--- src/rtl/atm_fsm.sv ---
// ATM session controller: card/PIN handling, withdrawal or balance enquiry,
// optional chaining of transactions, then card ejection. Outputs are registered.
module atm_fsm (
    input  logic       clk,
    input  logic       reset,
    input  logic       card_in,
    input  logic       pin_check,
    input  logic       withdraw1_or_balanceenq0,
    input  logic       currentbalance1_ministatement0,
    input  logic       amount,
    input  logic       transaction_success,
    input  logic       balance_enquiry_success,
    input  logic       new_transaction,
    output logic       card_eject,
    output logic       cash_out,
    output logic       receipt_out,
    output logic [2:0] display
);

    localparam logic [2:0] ST_IDLE          = 3'd0;
    localparam logic [2:0] ST_PIN_WAIT      = 3'd1;
    localparam logic [2:0] ST_MENU          = 3'd2;
    localparam logic [2:0] ST_AMOUNT_ENTRY  = 3'd3;
    localparam logic [2:0] ST_WITHDRAW_PROC = 3'd4;
    localparam logic [2:0] ST_BAL_SELECT    = 3'd5;
    localparam logic [2:0] ST_BAL_PROC      = 3'd6;
    localparam logic [2:0] ST_TXN_END       = 3'd7;

    logic [2:0] state_q, state_d;
    logic       mode_q, mode_d;
    logic       card_eject_q, card_eject_d;
    logic       cash_out_q, cash_out_d;
    logic       receipt_out_q, receipt_out_d;

    // Next-state and next-pulse logic; pulses are decided by the transition taken.
    always_comb begin
        state_d       = state_q;
        mode_d        = mode_q;
        card_eject_d  = 1'b0;
        cash_out_d    = 1'b0;
        receipt_out_d = 1'b0;
        case (state_q)
            ST_IDLE: begin
                if (card_in) begin
                    state_d = ST_PIN_WAIT;
                end else begin
                    state_d = ST_IDLE;
                end
            end
            ST_PIN_WAIT: begin
                // Card removal wins over a simultaneous PIN acceptance.
                if (!card_in) begin
                    state_d = ST_IDLE;
                end else if (pin_check) begin
                    state_d = ST_MENU;
                end else begin
                    state_d = ST_PIN_WAIT;
                end
            end
            ST_MENU: begin
                if (withdraw1_or_balanceenq0) begin
                    state_d = ST_AMOUNT_ENTRY;
                end else begin
                    state_d = ST_BAL_SELECT;
                end
            end
            ST_AMOUNT_ENTRY: begin
                if (amount) begin
                    state_d = ST_WITHDRAW_PROC;
                end else begin
                    state_d = ST_AMOUNT_ENTRY;
                end
            end
            ST_WITHDRAW_PROC: begin
                if (transaction_success) begin
                    state_d       = ST_TXN_END;
                    cash_out_d    = 1'b1;
                    receipt_out_d = 1'b1;
                end else begin
                    state_d = ST_WITHDRAW_PROC;
                end
            end
            ST_BAL_SELECT: begin
                state_d = ST_BAL_PROC;
                mode_d  = currentbalance1_ministatement0;
            end
            ST_BAL_PROC: begin
                // Only a mini statement produces a printed receipt.
                if (balance_enquiry_success) begin
                    state_d       = ST_TXN_END;
                    receipt_out_d = ~mode_q;
                end else begin
                    state_d = ST_BAL_PROC;
                end
            end
            ST_TXN_END: begin
                if (new_transaction) begin
                    state_d = ST_MENU;
                end else begin
                    state_d      = ST_IDLE;
                    card_eject_d = 1'b1;
                end
            end
            default: begin
                state_d = ST_IDLE;
            end
        endcase
    end

    // State, enquiry mode and output pulse registers with synchronous reset.
    always_ff @(posedge clk) begin
        if (reset) begin
            state_q       <= ST_IDLE;
            mode_q        <= 1'b0;
            card_eject_q  <= 1'b0;
            cash_out_q    <= 1'b0;
            receipt_out_q <= 1'b0;
        end else begin
            state_q       <= state_d;
            mode_q        <= mode_d;
            card_eject_q  <= card_eject_d;
            cash_out_q    <= cash_out_d;
            receipt_out_q <= receipt_out_d;
        end
    end

    assign card_eject  = card_eject_q;
    assign cash_out    = cash_out_q;
    assign receipt_out = receipt_out_q;
    assign display     = state_q;

endmodule

--- config.mk ---
export PLATFORM = sky130hd
export DESIGN_NAME = atm_fsm
export DESIGN_NICKNAME = d
export VERILOG_FILES = /design/src/rtl/atm_fsm.sv
export SDC_FILE = /design/constraint.sdc
export NUM_CORES = 1
export LEC_CHECK = 0
export CORE_AREA = 4 4 41 43
export DETAILED_ROUTE_END_ITERATION = 8
export DIE_AREA = 0 0 45 47
export PLACE_DENSITY = 0.62
export SETUP_SLACK_MARGIN = 0.05
export SYNTH_ARGS = -nofsm -noshare
export SYNTH_HDL_FRONTEND = slang
export SYNTH_SLANG_ARGS = --single-unit
export TNS_END_PERCENT = 20
--- constraint.sdc ---
create_clock -name clk -period 0.9 [get_ports clk]
set_input_delay 0.18 -clock clk [delete_from_list [all_inputs] [get_ports clk]]
set_output_delay 0.18 -clock clk [all_outputs]
set_load 0.03 [all_outputs]
==> impl_metrics.csv, run 1 <==
group,metric,value,unit
run_status,status,"finished, violations left",
run_status,failed_checks,"setup timing",
sta,rsz0062_at_grt,"true",
synthesis,synth_edf_count,0,
route,wirelength,928,um
synthesis,synth_top_area_share,0.390,
critical_path,reg2reg_setup_slack,-100,ps
worst_hold_path,hold_start,"display[1]$_SDFF_PP0_",
clocking,cts.sinks,7,
critical_path,ff2ff_path_depth,4,
route,vias,378,
power,power_density,1250,mW/mm^2
synthesis,ys_warn_count,0,
route,route.detailed.drc,0,
final_layout,finalNonFillerCells,79,
sta,min_period,1050,ps
placed_design,globalplace.congestion,0.818,
route,antenna_left,0,
critical_path,crit_type,"flip-flop to primary output",
sta,hold_viol_final,0,
grt,grt_max_degree,10,
placed_design,hpwl,650,um
flow_run,maxCapViolCount,0,
clocking,cts_tree,"built",
clocking,clk_latency,260,ps
critical_path,crit_path_end_kind,"primary output",
floorplanning,core-area,0.00130,mm^2
grt,grt_use_total,0.105,
critical_path,r2r_start,"display[0]$_SDFF_PP0_",
power,swShare,0.258,
floorplanning,start_util,0.276,
floorplanning,rows,13,
clocking,h-tree-depth,1,
power,leakage,0.248,nW
sta,tightest_slew,190,ps
route,viasPerCell,4.78,
critical_path,crit_arrival,870,ps
sta,slew_headroom,0.872,
grt,antenna_found_initial,0,
final_layout,post_route_cells_drive_above_1_share,0.469,
placed_design,place.port_buffers,15,
route,wl_per_cell,11.7,um
final_layout,synthToLayoutAreaGrowth,76.0,%
synthesis,syn_inst,40,
clocking,path_clk_slew,60,ps
critical_path,r2r_end,"display[1]$_SDFF_PP0_",
route,drt-initial-drc-count,5,
critical_path,required,720,ps
synthesis,syn-cell-area,359,um^2
synthesis,synth_fp_nets,50,
power,pwr-share-comb,0.208,
synthesis,yosysMostFrequentCell,"dfxtp_1",
synthesis,synth_area_per_cell,8.98,um^2
route,drtPass1Iterations,4,
sta,finalSetupViolCount,7,
sta,fin_worst_skew,2.20,ps
floorplanning,ioPinCount,16,
final_layout,n_antenna_cell,0,
grt,grt_remaining_overflow,0,
synthesis,synth_seq_area_share,0.390,
power,p_sw,0.204,mW
synthesis,ys.flop_type,"dfxtp_1",
floorplanning,dieArea,0.00212,mm^2
placed_design,placed_cells,73,
sta,whs,499,ps
floorplanning,die_x,45,um
sta,max_freq,954,MHz
synthesis,yosysTopAreaCell,"dfxtp_1",
grt,grt_pass1_vias,406,
sta,slew_violations,0,
critical_path,crit_fanout,7,
power,intPower,0.586,mW
sta,setup_ws,-148,ps
clocking,postCtsHoldBufs,0,
grt,grt_pass1_wl,1520,um
floorplanning,fp.dieH,47,um
clocking,clk_path_buf_depth,2,
critical_path,cp-start-kind,"flip-flop",
synthesis,async_flop_share,0,
power,seq_power_share,0.414,
clocking,cts-buffers-inserted,3,
worst_hold_path,whs_endpoint,"cash_out$_SDFF_PP0_",
sta,fin_crit_sh,1.16,
final_layout,fillerInstances,139,
synthesis,synth-seq-cells,7,
synthesis,ys_types,22,
synthesis,synthTopCellsByArea,"dfxtp_1 (39%), and2b_2 (4.9%), a21oi_1 (4.2%)",
power,irDropWorstVdd,0.605,mV
final_layout,finalNetCount,75,
worst_hold_path,min_path_type,"flip-flop to flip-flop",
worst_hold_path,hold_depth,1,
power,p_clk_frac,0.377,
clocking,cts_root_buffer,"clkbuf_4",
synthesis,ys_top_cells_by_count,"dfxtp_1 (7), nand2_1 (4), a21oi_1 (3), nor3_1 (3), o21ai_1 (3)",
registers in the layout, indices dropped and copies added, names as in the netlist:
register	cells
display	3
cash_out	1
receipt_out	1
mode_q	1
card_eject	1
layout by cell type, fill, tap and decap left out, types with 2 or more instances in the layout:
master / synthesis / final
clkdlybuf4s50_1: 0 / 9
buf_6: 1 / 9
buf_4: 1 / 4
nand2_1: 4 / 3
nor3_1: 3 / 3
dfxtp_2: 0 / 3
clkbuf_4: 0 / 3
dfxtp_4: 0 / 3
nand3b_1: 2 / 2
nor2_1: 2 / 2
a21oi_1: 3 / 2
and2b_2: 2 / 2
o21ai_1: 3 / 2
worst max-delay path, stage by stage, from the launching register on:
cell and delay (ps):
dfxtp_4 360, buf_6 120, buf_6 130
through the flow:
stage	total power [mW]	worst slack, ps	area (um^2)	setup TNS, ps	util
global placement	0.477	-290	541	-1340	0.415
floorplan	0.404	-87.9	372	-250	-
detailed placement	0.477	-301	541	-1370	0.415
global route	0.834	-169	632	-1020	0.486
finish	0.790	-148	632	-623	0.486
CTS	0.793	-148	623	-618	0.479
repair_timing:
item                       in CTS  in global routing
gates resized for setup        13                  3
setup endpoints to repair      11                 13
pin swaps                       2                  0
setup buffers                   2                  0
cell families after synthesis:
logic type / after synthesis / synth area share
buffers and inverters: 3 / 0.0627
and+or+nand+nor: 20 / 0.366
AOI/OAI and AO/OA: 9 / 0.153
DFF: 7 / 0.390
muxes: 1 / 0.0279
how the worst max path moves through the flow:
| stage | startpoint | to | slack, ps |
|---|---|---|---|
| 3_5_place_dp | transaction_success | display[0]$_SDFF_PP0_ | -300 |
| 2_1_floorplan | display[2]$_SDFF_PP0_ | display[2]$_SDFF_PP0_ | -90 |
| 6_report | display[0]$_SDFF_PP0_ | display[0] | -150 |
| 5_1_grt | display[0]$_SDFF_PP0_ | display[1]$_SDFF_PP0_ | -170 |
| 3_3_place_gp | withdraw1_or_balanceenq0 | display[1]$_SDFF_PP0_ | -290 |
| 4_1_cts | display[0]$_SDFF_PP0_ | display[0] | -150 |
area by class of cell:
cell class,count,area (um^2),area share
repair buffers,22,221,0.350
multi-input cells,30,206,0.327
flip-flops and latches,7,155,0.246
clock buffers,4,26.3,0.0416
well taps,15,18.8,0.0297
inverters,1,3.75,0.00594
power by group through the flow:
| stage | Combinational (mW) | Sequential (mW) | Clock (mW) |
|---|---|---|---|
| floorplan | 0.0589 | 0.346 | 0 |
| global placement | 0.137 | 0.340 | 0 |
| detailed placement | 0.138 | 0.339 | 0 |
| CTS | 0.162 | 0.327 | 0.304 |
| global route | 0.176 | 0.329 | 0.328 |
| finish | 0.165 | 0.327 | 0.298 |
per-layer routing:
layer | up-vias | share of wire | track usage
met5 | - | 0 | 0
met4 | 0 | 0.039 | 0.0994
met3 | 4 | 0.078 | 0.0383
met2 | 16 | 0.48 | 0.175
met1 | 169 | 0.40 | 0.0986
li1 | 189 | - | -
(Power assumes the default switching activity.)
==> inputs of run 2 (changes only) <==
- GPL_TIMING_DRIVEN: default -> 1
==> results of run 2 <==
Same layout as run 1: the final DEF is identical, and so are final timing and power.
